===== config.mk =====
export PLATFORM = sky130hd
export DESIGN_NAME = cache_fill_fsm
export DESIGN_NICKNAME = d
export VERILOG_FILES = /design/src/rtl/cache_fill_fsm.sv
export SDC_FILE = /design/constraint.sdc
export NUM_CORES = 1
export LEC_CHECK = 0
export CORE_UTILIZATION = 56
export CTS_CLUSTER_DIAMETER = 30
export CTS_CLUSTER_SIZE = 10
export DETAILED_ROUTE_END_ITERATION = 6
export DONT_BUFFER_PORTS = 1
export GPL_TIMING_DRIVEN = 1
export PLACE_DENSITY = 0.75
export SETUP_SLACK_MARGIN = 0.4
export SLEW_MARGIN = 20
export SYNTH_ARGS = -nofsm -noshare
export SYNTH_HDL_FRONTEND = slang
export SYNTH_SLANG_ARGS = --single-unit

===== constraint.sdc =====
create_clock -name clk -period 1.6 [get_ports clk]
set_clock_uncertainty 0.1 [all_clocks]
set_input_delay 0.24 -clock clk [delete_from_list [all_inputs] [get_ports clk]]
set_output_delay 0.24 -clock clk [all_outputs]
set_load 0.005 [all_outputs]

===== src/rtl/cache_fill_fsm.sv =====
// Cache block fill engine: on a miss, streams one read request per cycle to a
// pipelined 16-bit memory, steers the in-order returned words into the cache
// data array and strobes the tag write together with the final word.
module cache_fill_fsm #(
    parameter int ADDR_WIDTH       = 16,
    parameter int WORD_OFFSET_BITS = 3
) (
    input  logic                        clk,
    input  logic                        rst,
    // cache controller side
    input  logic                        miss_detected,
    input  logic [ADDR_WIDTH-1:0]       miss_address,
    output logic                        fsm_busy,
    // memory request port
    output logic                        memory_enable,
    output logic [ADDR_WIDTH-1:0]       memory_address,
    // memory response port
    input  logic                        memory_data_valid,
    input  logic [15:0]                 memory_data,
    // cache array write side
    output logic                        write_data_array,
    output logic [WORD_OFFSET_BITS-1:0] data_array_offset,
    output logic [15:0]                 fill_data,
    output logic                        write_tag_array
);

    // Counters need one extra bit so "all words issued" is representable.
    localparam int CNT_W = WORD_OFFSET_BITS + 1;

    // Number of words in a block and index of the last one.
    localparam logic [CNT_W-1:0] WORDS_PER_BLOCK = {1'b1, {WORD_OFFSET_BITS{1'b0}}};
    localparam logic [CNT_W-1:0] LAST_WORD       = {1'b0, {WORD_OFFSET_BITS{1'b1}}};

    // Clears the byte-within-block bits of an address (block = 2*words bytes).
    localparam logic [ADDR_WIDTH-1:0] BLOCK_MASK =
        {{(ADDR_WIDTH-CNT_W){1'b1}}, {CNT_W{1'b0}}};

    typedef enum logic {
        IDLE = 1'b0,
        FILL = 1'b1
    } state_t;

    state_t                  state_q,     state_d;
    logic                    busy_q,      busy_d;
    logic [ADDR_WIDTH-1:0]   base_addr_q, base_addr_d;
    logic [CNT_W-1:0]        issue_cnt_q, issue_cnt_d;
    logic [CNT_W-1:0]        recv_cnt_q,  recv_cnt_d;

    logic                    in_fill;
    logic                    issue_en;
    logic                    recv_en;
    logic                    last_recv;
    logic [ADDR_WIDTH-1:0]   issue_offset;

    // Request/response qualifiers derived from the current state and counters.
    always_comb begin
        in_fill      = (state_q == FILL);
        issue_en     = in_fill && (issue_cnt_q < WORDS_PER_BLOCK);
        recv_en      = in_fill && memory_data_valid;
        last_recv    = recv_en && (recv_cnt_q == LAST_WORD);
        // Word index converted to a byte offset (16-bit words).
        issue_offset = {{(ADDR_WIDTH-CNT_W-1){1'b0}}, issue_cnt_q, 1'b0};
    end

    // Next-state logic: latch the block base on a miss, then count requests
    // and responses independently until the last word has come back.
    always_comb begin
        state_d     = state_q;
        busy_d      = busy_q;
        base_addr_d = base_addr_q;
        issue_cnt_d = issue_cnt_q;
        recv_cnt_d  = recv_cnt_q;

        case (state_q)
            IDLE: begin
                if (miss_detected) begin
                    state_d     = FILL;
                    busy_d      = 1'b1;
                    base_addr_d = miss_address & BLOCK_MASK;
                    issue_cnt_d = '0;
                    recv_cnt_d  = '0;
                end
            end
            FILL: begin
                // Miss inputs are deliberately ignored here: no restart.
                if (issue_en) begin
                    issue_cnt_d = issue_cnt_q + 1'b1;
                end
                if (recv_en) begin
                    recv_cnt_d = recv_cnt_q + 1'b1;
                end
                if (last_recv) begin
                    state_d = IDLE;
                    busy_d  = 1'b0;
                end
            end
            default: begin
                state_d = IDLE;
                busy_d  = 1'b0;
            end
        endcase
    end

    // State register; reset may land mid-fill and simply abandons it.
    always_ff @(posedge clk or posedge rst) begin
        if (rst) begin
            state_q     <= IDLE;
            busy_q      <= 1'b0;
            base_addr_q <= '0;
            issue_cnt_q <= '0;
            recv_cnt_q  <= '0;
        end else begin
            state_q     <= state_d;
            busy_q      <= busy_d;
            base_addr_q <= base_addr_d;
            issue_cnt_q <= issue_cnt_d;
            recv_cnt_q  <= recv_cnt_d;
        end
    end

    // Output decode: requests and array writes are combinational so a
    // latency-1 memory can overlap issue and response in the same cycle.
    always_comb begin
        fsm_busy          = busy_q;
        memory_enable     = issue_en;
        memory_address    = issue_en ? (base_addr_q + issue_offset) : '0;
        write_data_array  = recv_en;
        data_array_offset = recv_cnt_q[WORD_OFFSET_BITS-1:0];
        // Gated so the data bus reads zero whenever no write is happening.
        fill_data         = recv_en ? memory_data : 16'h0000;
        write_tag_array   = last_recv;
    end

endmodule


==> results by group, run 1 <==
Synth
  – Post-Synthesis Cells: 141
  – Synthesized area per cell: 9.65 um2
  – Ys flop type: dfrtp_1
  – Yosys warnings: 0
  – Netlist Area Pre-Place: 1360 um2
  – Sequential area share after synthesis: 0.404
  – Post-synth ARST share: 1.00
  – Netlist cell types: 35
  – Post-Syn Nets: 181
  – Seq cells post-synth: 22
  – Post-synth EDFFs: 0

Place
  – PortBufs: 0
  – Placed instance count: 176
  – DP Area: 1570 um2
  – GP Congestion: 0.775
  – HPWL Detailed: 2450 um

Die
  – Die Span X: 51.3 um
  – DIE HEIGHT: 51.3 um
  – I/O pin count: 75
  – Initial Util: 0.604
  – Core Rows: 17

Status
  – First error: [ERROR DPL-0038] Utilization greater than 100%, impossible to legalize
  – Status: stopped before the end
  – Fail Step: global routing (5_1_grt)

STA
  – GRT worst endpoint: memory_address[14]
  – WEP type: top-level output

Clocking
  – H-tree depth: 1
  – CTS root buffer: clkbuf_4
  – Clock buffer count from CTS: 3
  – CTS Sinks: 22
  – CTS Buffer Depth: 2

Global routing
  – Largest net degree at the start of global routing: 23
[cell usage after synthesis, drive strengths merged, types with 2 or more instances]
master,n,share of area
ha,4,0.037
mux2,12,0.099
nor2,8,0.022
xnor2,3,0.019
nand2,6,0.017
and2,6,0.028
buf,6,0.029
o21ai,5,0.018
nand3,3,0.015
mux2i,2,0.015
nand4,4,0.028
and3,16,0.074
a21oi,7,0.026
clkbuf,5,0.014
inv,6,0.017
o21a,3,0.017
xor2,3,0.019
a22o,2,0.013
dfrtp,22,0.40
o31ai,4,0.022
or4,4,0.022
or3,2,0.0092
[cell families after synthesis]
family          count (synthesis)  share of synthesized area
buf+inv                        17                     0.0597
mux                            14                      0.114
flops                          22                      0.404
fa+ha+maj                       4                     0.0368
xor+xnor                        6                     0.0386
simple gates                   54                      0.238
compound gates                 23                      0.106
other cells                     1                    0.00275
[repair_timing]
item                                   4_1_cts
gates resized for setup                     69
setup buffers                               17
endpoints found under the hold margin       35
pin swaps                                   20
hold buffers                                14
gates cloned                                 5
setup endpoints to repair                   52
[per-stage QoR]
stage / setup TNS [ns] / setup slack, ns / hold slack [ns]
2_1_floorplan: -0.462 / -0.129 / 0.129
3_3_place_gp: -0.438 / -0.107 / 0.0798
3_5_place_dp: -0.667 / -0.126 / 0.101
4_1_cts: -4.35 / -0.462 / 0.0636
==> inputs of run 2 (changes only) <==
==> config.mk (replaced) <==
export PLATFORM = sky130hd
export DESIGN_NAME = cache_fill_fsm
export DESIGN_NICKNAME = d
export VERILOG_FILES = /design/src/rtl/cache_fill_fsm.sv
export SDC_FILE = /design/constraint.sdc
export NUM_CORES = 1
export LEC_CHECK = 0
export CORE_AREA = 2 2 63 65
export DETAILED_ROUTE_END_ITERATION = 6
export DIE_AREA = 0 0 65 67
export DONT_BUFFER_PORTS = 1
export GPL_TIMING_DRIVEN = 1
export PLACE_DENSITY_LB_ADDON = 0.15
export SLEW_MARGIN = 20
export SYNTH_ARGS = -nofsm -noshare
export SYNTH_HDL_FRONTEND = slang
export SYNTH_SLANG_ARGS = --single-unit
==> constraint.sdc (replaced) <==
create_clock -name clk -period 2.1 [get_ports clk]
set_clock_uncertainty 0.1 [all_clocks]
set_input_delay 0.315 -clock clk [delete_from_list [all_inputs] [get_ports clk]]
set_output_delay 0.315 -clock clk [all_outputs]
set_load 0.005 [all_outputs]
==> run 2 against run 1 <==
Net effect: the run now ends clean; synthesized area is the same; synthesized cell count is the same.
==> results by group, run 2 <==
Power
  – Tot Pwr: 2.07 mW
  – Clock share of power: 0.124
  – Pwr per Cell Area: 1310 nW/um2
  – VDD IR max: 0.416 mV
  – Gate power share: 0.427
  – P_sw: 0.866 mW
  – Pleak: 0.671 nW
  – Reg power frac: 0.449
  – Net Sw Frac: 0.418
  – P_int: 1.21 mW

Synth
  – Top cells by area, synth: dfrtp_1, mux2_2, and3_1 (unchanged)
  – Netlist cell types: 35 (unchanged)
  – Post-Synthesis Cells: 141 (unchanged)
  – Post-Syn Nets: 181 (unchanged)
  – Area share of the largest cell type after synthesis: 0.404 (unchanged)
  – Cell taking the most area after synthesis: dfrtp_1 (unchanged)
  – Dominant cell by count in the synthesized netlist: dfrtp_1 (unchanged)
  – Sequential area share after synthesis: 0.404 (unchanged)
  – Commonest cells in the netlist: dfrtp_1, and3_1, mux2_2 (unchanged)
  – Post-synth EDFFs: 0 (unchanged)
  – Ys flop type: dfrtp_1 (unchanged)
  – Synthesized area per cell: 9.65 um2 (unchanged)
  – Seq cells post-synth: 22 (unchanged)
  – Post-synth ARST share: 1.00 (unchanged)
  – Yosys warnings: 0 (unchanged)
  – Netlist Area Pre-Place: 1360 um2 (unchanged)

Worst hold path
  – Hold Crit Class: input port to register

Layout
  – Largest register by flop count: base_addr_q
  – Most common cell after layout, fill and taps aside: dfrtp_1
  – Core Util, Final: 0.438
  – Area Overhead vs Synth: 16.1%
  – Max FFs per register: 12
  – Most frequent cells in the layout: dfrtp_1, and3_1, mux2_2
  – Share of cells above drive strength 1: 0.280
  – N_diodes: 0
  – Biggest regs: base_addr_q: 12 flops, issue_cnt_q: 4 flops, recv_cnt_q: 4 flops
  – Nets: 185

Run
  – # Max-Cap Violations: 0

STA
  – WHS: 0.0733 ns
  – Slew Limit Fails: 0
  – Hold Vio Cnt, Final: 0
  – Setup TNS: 0 ns
  – Period Utilization, post-route: 0.980
  – RSZ-0062 raised after global routing: true
  – Minimum clock period: 2.06 ns
  – Final setup vio count: 0
  – FMAX: 0.486 GHz

Global routing
  – GRT Residual Overflow: 0
  – Initial antenna violation count: 0
  – All-Layer GR Usage: 0.144
  – Vias in the first global route: 1,049
  – Global-route wire length before repair: 4730 um
  – Largest net degree at the start of global routing: 23

Die
  – Die Span X: 65 um (was 51.3 um)
  – I/O pin count: 75 (unchanged)
  – Core footprint: 3610 um2
  – Die area: 4360 um2
  – Initial Util: 0.378 (was 0.604)
  – Core Rows: 22 (was 17)
  – DIE HEIGHT: 67 um (was 51.3 um)

Critical path
  – CP peak stage delay: 0.48 ns
  – Crit path kind: register to primary output
  – WP data required: 1.68 ns
  – Worst-path cell chain: ha_4 > nand4_4 > or4_4 > a21oi_4
  – CP max-delay cell: or4_4
  – CP endpoint kind: primary output
  – Critical Path AT: 1.64 ns
  – CP Launch Type: register
  – Crit-path max FO: 8

Route
  – DRC violations left: 0
  – First-pass iteration count of the detailed router: 3
  – Vias post-DR: 1,076
  – Via density: 5.63
  – Drt initial violations: 40
  – Antenna-violating nets left: 0
  – Wirelength per Cell: 15.9 um
  – Post-Route WL: 3040 um

Status
  – Status: finished clean (was stopped before the end)

Clocking
  – CTS root buffer: clkbuf_8 (was clkbuf_4)
  – CTS tree: built
  – Skew-Pair Late Insertion Delay: 0.26 ns
  – Clock buffer count from CTS: 3 (unchanged)
  – CTS Buffer Depth: 2 (unchanged)
  – Clk slew on worst S/H paths: 0.08 ns
  – CTS Sinks: 22 (unchanged)
  – H-tree depth: 1 (unchanged)

Place
  – GP Congestion: 0.713 (was 0.775)
  – PortBufs: 0 (unchanged)
## run 2: per-layer routing
layer	part of all wire	global-route usage	up-vias	wire, um
met4	0.0089	0.0638	0	27
met2	0.52	0.280	53	1580
met5	0	0	-	0
li1	-	-	505	-
met3	0.081	0.0270	2	245
met1	0.39	0.149	516	1190
## run 2: worst paths after layout
path                                 from            endpoint  slack, ns  cells after the start
setup / recovery           base_addr_q[4]  memory_address[15]       0.04                      4
hold / removal              miss_detected             in_fill       0.07                      1
setup reg to reg                  in_fill     base_addr_q[10]       0.49                      3
hold reg to reg             recv_cnt_q[3]       recv_cnt_q[3]       0.37                      1
max in group asynchronous             rst      issue_cnt_q[3]       1.22                      3
min in group asynchronous             rst     base_addr_q[11]       0.43                      3
## run 2: cells by family (layout without fill, tap and decap cells)
family | Yosys count | count (layout) | share of synthesized area
simple gates | 54 | 54 | 0.238
fa+ha+maj | 4 | 4 | 0.0368
other cells | 1 | 1 | 0.00275
mux | 14 | 14 | 0.114
buf+inv | 17 | 19 | 0.0597
flops | 22 | 22 | 0.404
compound gates | 23 | 23 | 0.106
xor+xnor | 6 | 6 | 0.0386
## run 2: metrics by stage
| stage | cell area [um2] | setup slack [ns] | std cells |
|---|---|---|---|
| finish | 1580 | 0.0421 | 191 |
| global route | 1580 | -0.0178 | 191 |
| CTS | 1540 | -0.0471 | 190 |
| detailed placement | 1390 | 0.0601 | 182 |
| global placement | 1390 | 0.119 | 182 |
| floorplan | 1360 | 0.257 | 141 |
## run 2: critical path, delay by kind of cell, from the launching register on
family                   cells  cell delay, ns
flip-flops                   1            0.42
AO/OA/AOI/OAI                1            0.16
adder cells (fa/ha/maj)      1            0.16
AND/OR/NAND/NOR              2            0.64
## run 2: area by class of cell
cell class | instances | area [um2]
multi-input cells | 102 | 820
well taps | 48 | 60.1
inverters | 6 | 25.0
flip-flops and latches | 22 | 553
repair buffers | 10 | 81.3
fillers | 355 | 2030
clock buffers | 3 | 41.3
## run 2: timing repair
action,in CTS,in global routing
pin swaps,5,1
buffers inserted,4,1
hold endpoints to repair,22,0
cloned,0,0
hold buffers,1,0
endpoints found under the setup margin,6,6
gates resized for setup,13,8
## run 2: power groups by stage
| stage | Sequential [mW] | Clock [mW] | Combinational, mW |
|---|---|---|---|
| 2_1_floorplan | 0.819 | 0 | 0.685 |
| 3_3_place_gp | 0.880 | 0 | 0.734 |
| 3_5_place_dp | 0.896 | 0 | 0.762 |
| 4_1_cts | 0.915 | 0.267 | 0.852 |
| 5_1_grt | 0.972 | 0.283 | 0.997 |
| 6_report | 0.931 | 0.257 | 0.885 |
No activity file was read; power rests on OpenSTA's default activity.
==> inputs of run 3 (changes only) <==
==> constraint.sdc (replaced) <==
create_clock -name clk -period 2.2 [get_ports clk]
set_clock_uncertainty 0.1 [all_clocks]
set_input_delay 0.33 -clock clk [delete_from_list [all_inputs] [get_ports clk]]
set_output_delay 0.33 -clock clk [all_outputs]
set_load 0.005 [all_outputs]
==> run 3 against run 2 <==
Net effect: clock power is 11% higher; worst hold slack worse by 0.056 ns; highest routed layer unchanged; design area is 3.8% lower; critical path depth stayed put.
==> results by group, run 3 (same netlist as run 2, synthesis figures left out) <==
STA
  – Hold Vio Cnt, Final: 0 (unchanged)
  – RSZ-0062 raised after global routing: true (unchanged)
  – Rel. slew slack: 0.448
  – FMAX: 0.458 GHz
  – Minimum clock period: 2.18 ns
  – Period Utilization, post-route: 0.992
  – Worst slew pin tran: 0.828 ns
  – Setup TNS: 0 ns (unchanged)
  – Slew Limit Fails: 0 (unchanged)
  – PnR worst setup slack: 0.0179 ns (was 0.0421 ns)
  – Final setup vio count: 0 (unchanged)

Route
  – Antenna-violating nets left: 0 (unchanged)
  – First-pass iteration count of the detailed router: 4 (was 3)
  – Vias post-DR: 1,029 (was 1,076)
  – DRC violations left: 0 (unchanged)
  – Post-Route WL: 2910 um (was 3040 um)
  – Drt initial violations: 33 (was 40)
  – Wirelength per Cell: 15.6 um (was 15.9 um)
  – Via density: 5.50 (was 5.63)

Power
  – P_sw: 0.789 mW (was 0.866 mW)
  – Net Sw Frac: 0.408 (was 0.418)
  – Pleak: 0.651 nW (was 0.671 nW)
  – Clock share of power: 0.147 (was 0.124)
  – Reg power frac: 0.447 (was 0.449)
  – Pwr per Cell Area: 1270 nW/um2 (was 1310 nW/um2)
  – VDD IR max: 0.331 mV (was 0.416 mV)
  – Gate power share: 0.406 (was 0.427)
  – P_int: 1.15 mW (was 1.21 mW)

Critical path
  – CP max-delay cell: or4_4 (unchanged)
  – Worst R2R Setup Slack: 0.64 ns (was 0.49 ns)
  – CP peak stage delay: 0.56 ns (was 0.48 ns)
  – R2r startpoint: issue_cnt_q[3] (was in_fill)
  – Crit-path max FO: 6 (was 8)
  – Worst-path cell chain: ha_2 > nand4_4 > or4_4 > a21oi_4 (was ha_4 > nand4_4 > or4_4 > a21oi_4)
  – R2r endpoint: issue_cnt_q[1] (was base_addr_q[10])
  – Crit path kind: register to primary output (unchanged)
  – Cell family with most CP delay: simple AND/OR/NAND/NOR gates (unchanged)
  – Worst reg2reg path depth: 5 (was 3)
  – CP endpoint kind: primary output (unchanged)
  – WP data required: 1.77 ns (was 1.68 ns)
  – Critical Path AT: 1.75 ns (was 1.64 ns)
  – CP Launch Type: register (unchanged)
  – Worst path bufs/invs: 0 (unchanged)

Clocking
  – Clk slew on worst S/H paths: 0.08 ns (about the same)
  – Clock buffer count from CTS: 3 (unchanged)
  – Skew-Pair Late Insertion Delay: 0.26 ns (about the same)
  – CTS Sinks: 22 (unchanged)
  – CTS root buffer: clkbuf_8 (unchanged)
  – CTS Buffer Depth: 2 (unchanged)
  – H-tree depth: 1 (unchanged)
  – # hold bufs at CTS: 0 (was 1)
  – CTS tree: built (unchanged)

Die
  – Initial Util: 0.378 (unchanged)
  – DIE HEIGHT: 67 um (unchanged)
  – Die area: 4360 um2 (unchanged)
  – Core footprint: 3610 um2 (unchanged)
  – Die Span X: 65 um (unchanged)
  – I/O pin count: 75 (unchanged)
  – Core Rows: 22 (unchanged)

Layout
  – Multi-input gate area: 795 um2 (was 820 um2)
  – Nets: 180 (was 185)
  – Reg area: 551 um2 (was 553 um2)
  – N_diodes: 0 (unchanged)
  – Share of cells above drive strength 1: 0.237 (was 0.280)
  – Fill cell count: 349 (was 355)
  – Largest register by flop count: base_addr_q (unchanged)
  – Biggest regs: base_addr_q: 12 flops, issue_cnt_q: 4 flops, recv_cnt_q: 4 flops (unchanged)
  – Max FFs per register: 12 (unchanged)
  – Most common cell after layout, fill and taps aside: dfrtp_1 (unchanged)
  – Most frequent cells in the layout: dfrtp_1, and3_1, mux2_2 (unchanged)
  – Area Overhead vs Synth: 11.7% (was 16.1%)

Global routing
  – All-Layer GR Usage: 0.133 (was 0.144)
  – Vias in the first global route: 937 (was 1,049)
  – Global-route wire length before repair: 4350 um (was 4730 um)
  – Initial antenna violation count: 0 (unchanged)
  – Largest net degree at the start of global routing: 23 (unchanged)
  – GRT Residual Overflow: 0 (unchanged)

Status
  – Status: finished clean (unchanged)

Place
  – PortBufs: 0 (unchanged)
  – Pre-CTS setup slack: 0.143 ns (was 0.0601 ns)
  – GP Congestion: 0.710 (was 0.713)
  – HPWL Detailed: 2190 um

Worst hold path
  – Hold Crit Class: input port to asynchronous set/reset pin (was input port to register)

Run
  – # Max-Cap Violations: 0 (unchanged)
run 3: cell type report:
type,count,share of cell area
Multi-Input combinational cell,102,0.523
Sequential cell,22,0.362
Tap cell,48,0.0395
Clock buffer,4,0.0362
Timing Repair Buffer,5,0.0247
Inverter,6,0.0148
run 3: timing repair:
| action | 4_1_cts | 5_1_grt |
|---|---|---|
| setup endpoints to repair | 4 | 4 |
| pin swaps | 0 | 2 |
| gates resized for setup | 6 | 7 |
| setup buffers | 1 | 2 |
run 3: how the worst max path moves through the flow:
stage	slack, ns	cells after the start	startpoint	end
after global placement	0.20	4	issue_cnt_q[3]	memory_address[15]
after floorplan	0.34	4	issue_cnt_q[3]	memory_address[15]
after CTS	0.01	4	issue_cnt_q[3]	memory_address[15]
after global routing	-0.07	4	issue_cnt_q[3]	memory_address[12]
after detailed placement	0.14	4	issue_cnt_q[3]	memory_address[15]
final	0.02	4	base_addr_q[4]	memory_address[12]
run 3: routing by layer:
layer,global-route usage,share of wire,routed length [um]
met3,0.0304,0.092,268
met2,0.245,0.49,1440
met4,0.0638,0.017,49
met1,0.144,0.40,1160
met5,0,0,0
run 3: worst register-to-register path, stage by stage (launching register included):
cell and delay, ns:
dfrtp_1 0.43, buf_4 0.17, nand2b_2 0.30, inv_2 0.22, nor2_1 0.07, a22o_1 0.17
run 3: metrics by stage:
stage	total power [mW]	instance area (um2)	hold slack (ns)	util	std cells
finish	1.94	1520	0.0178	0.422	187
floorplan	1.44	1360	0.219	-	141
detailed placement	1.57	1380	0.352	0.382	180
global route	2.10	1520	0.0899	0.422	187
CTS	1.92	1470	0.0644	0.408	185
global placement	1.54	1380	0.341	0.382	180
run 3: power by group through the flow:
| stage | sequential, mW | clock [mW] | combinational, mW |
|---|---|---|---|
| 2_1_floorplan | 0.782 | 0 | 0.654 |
| 3_3_place_gp | 0.840 | 0 | 0.698 |
| 5_1_grt | 0.904 | 0.320 | 0.877 |
| 4_1_cts | 0.857 | 0.301 | 0.765 |
| 3_5_place_dp | 0.849 | 0 | 0.722 |
| 6_report | 0.866 | 0.285 | 0.785 |
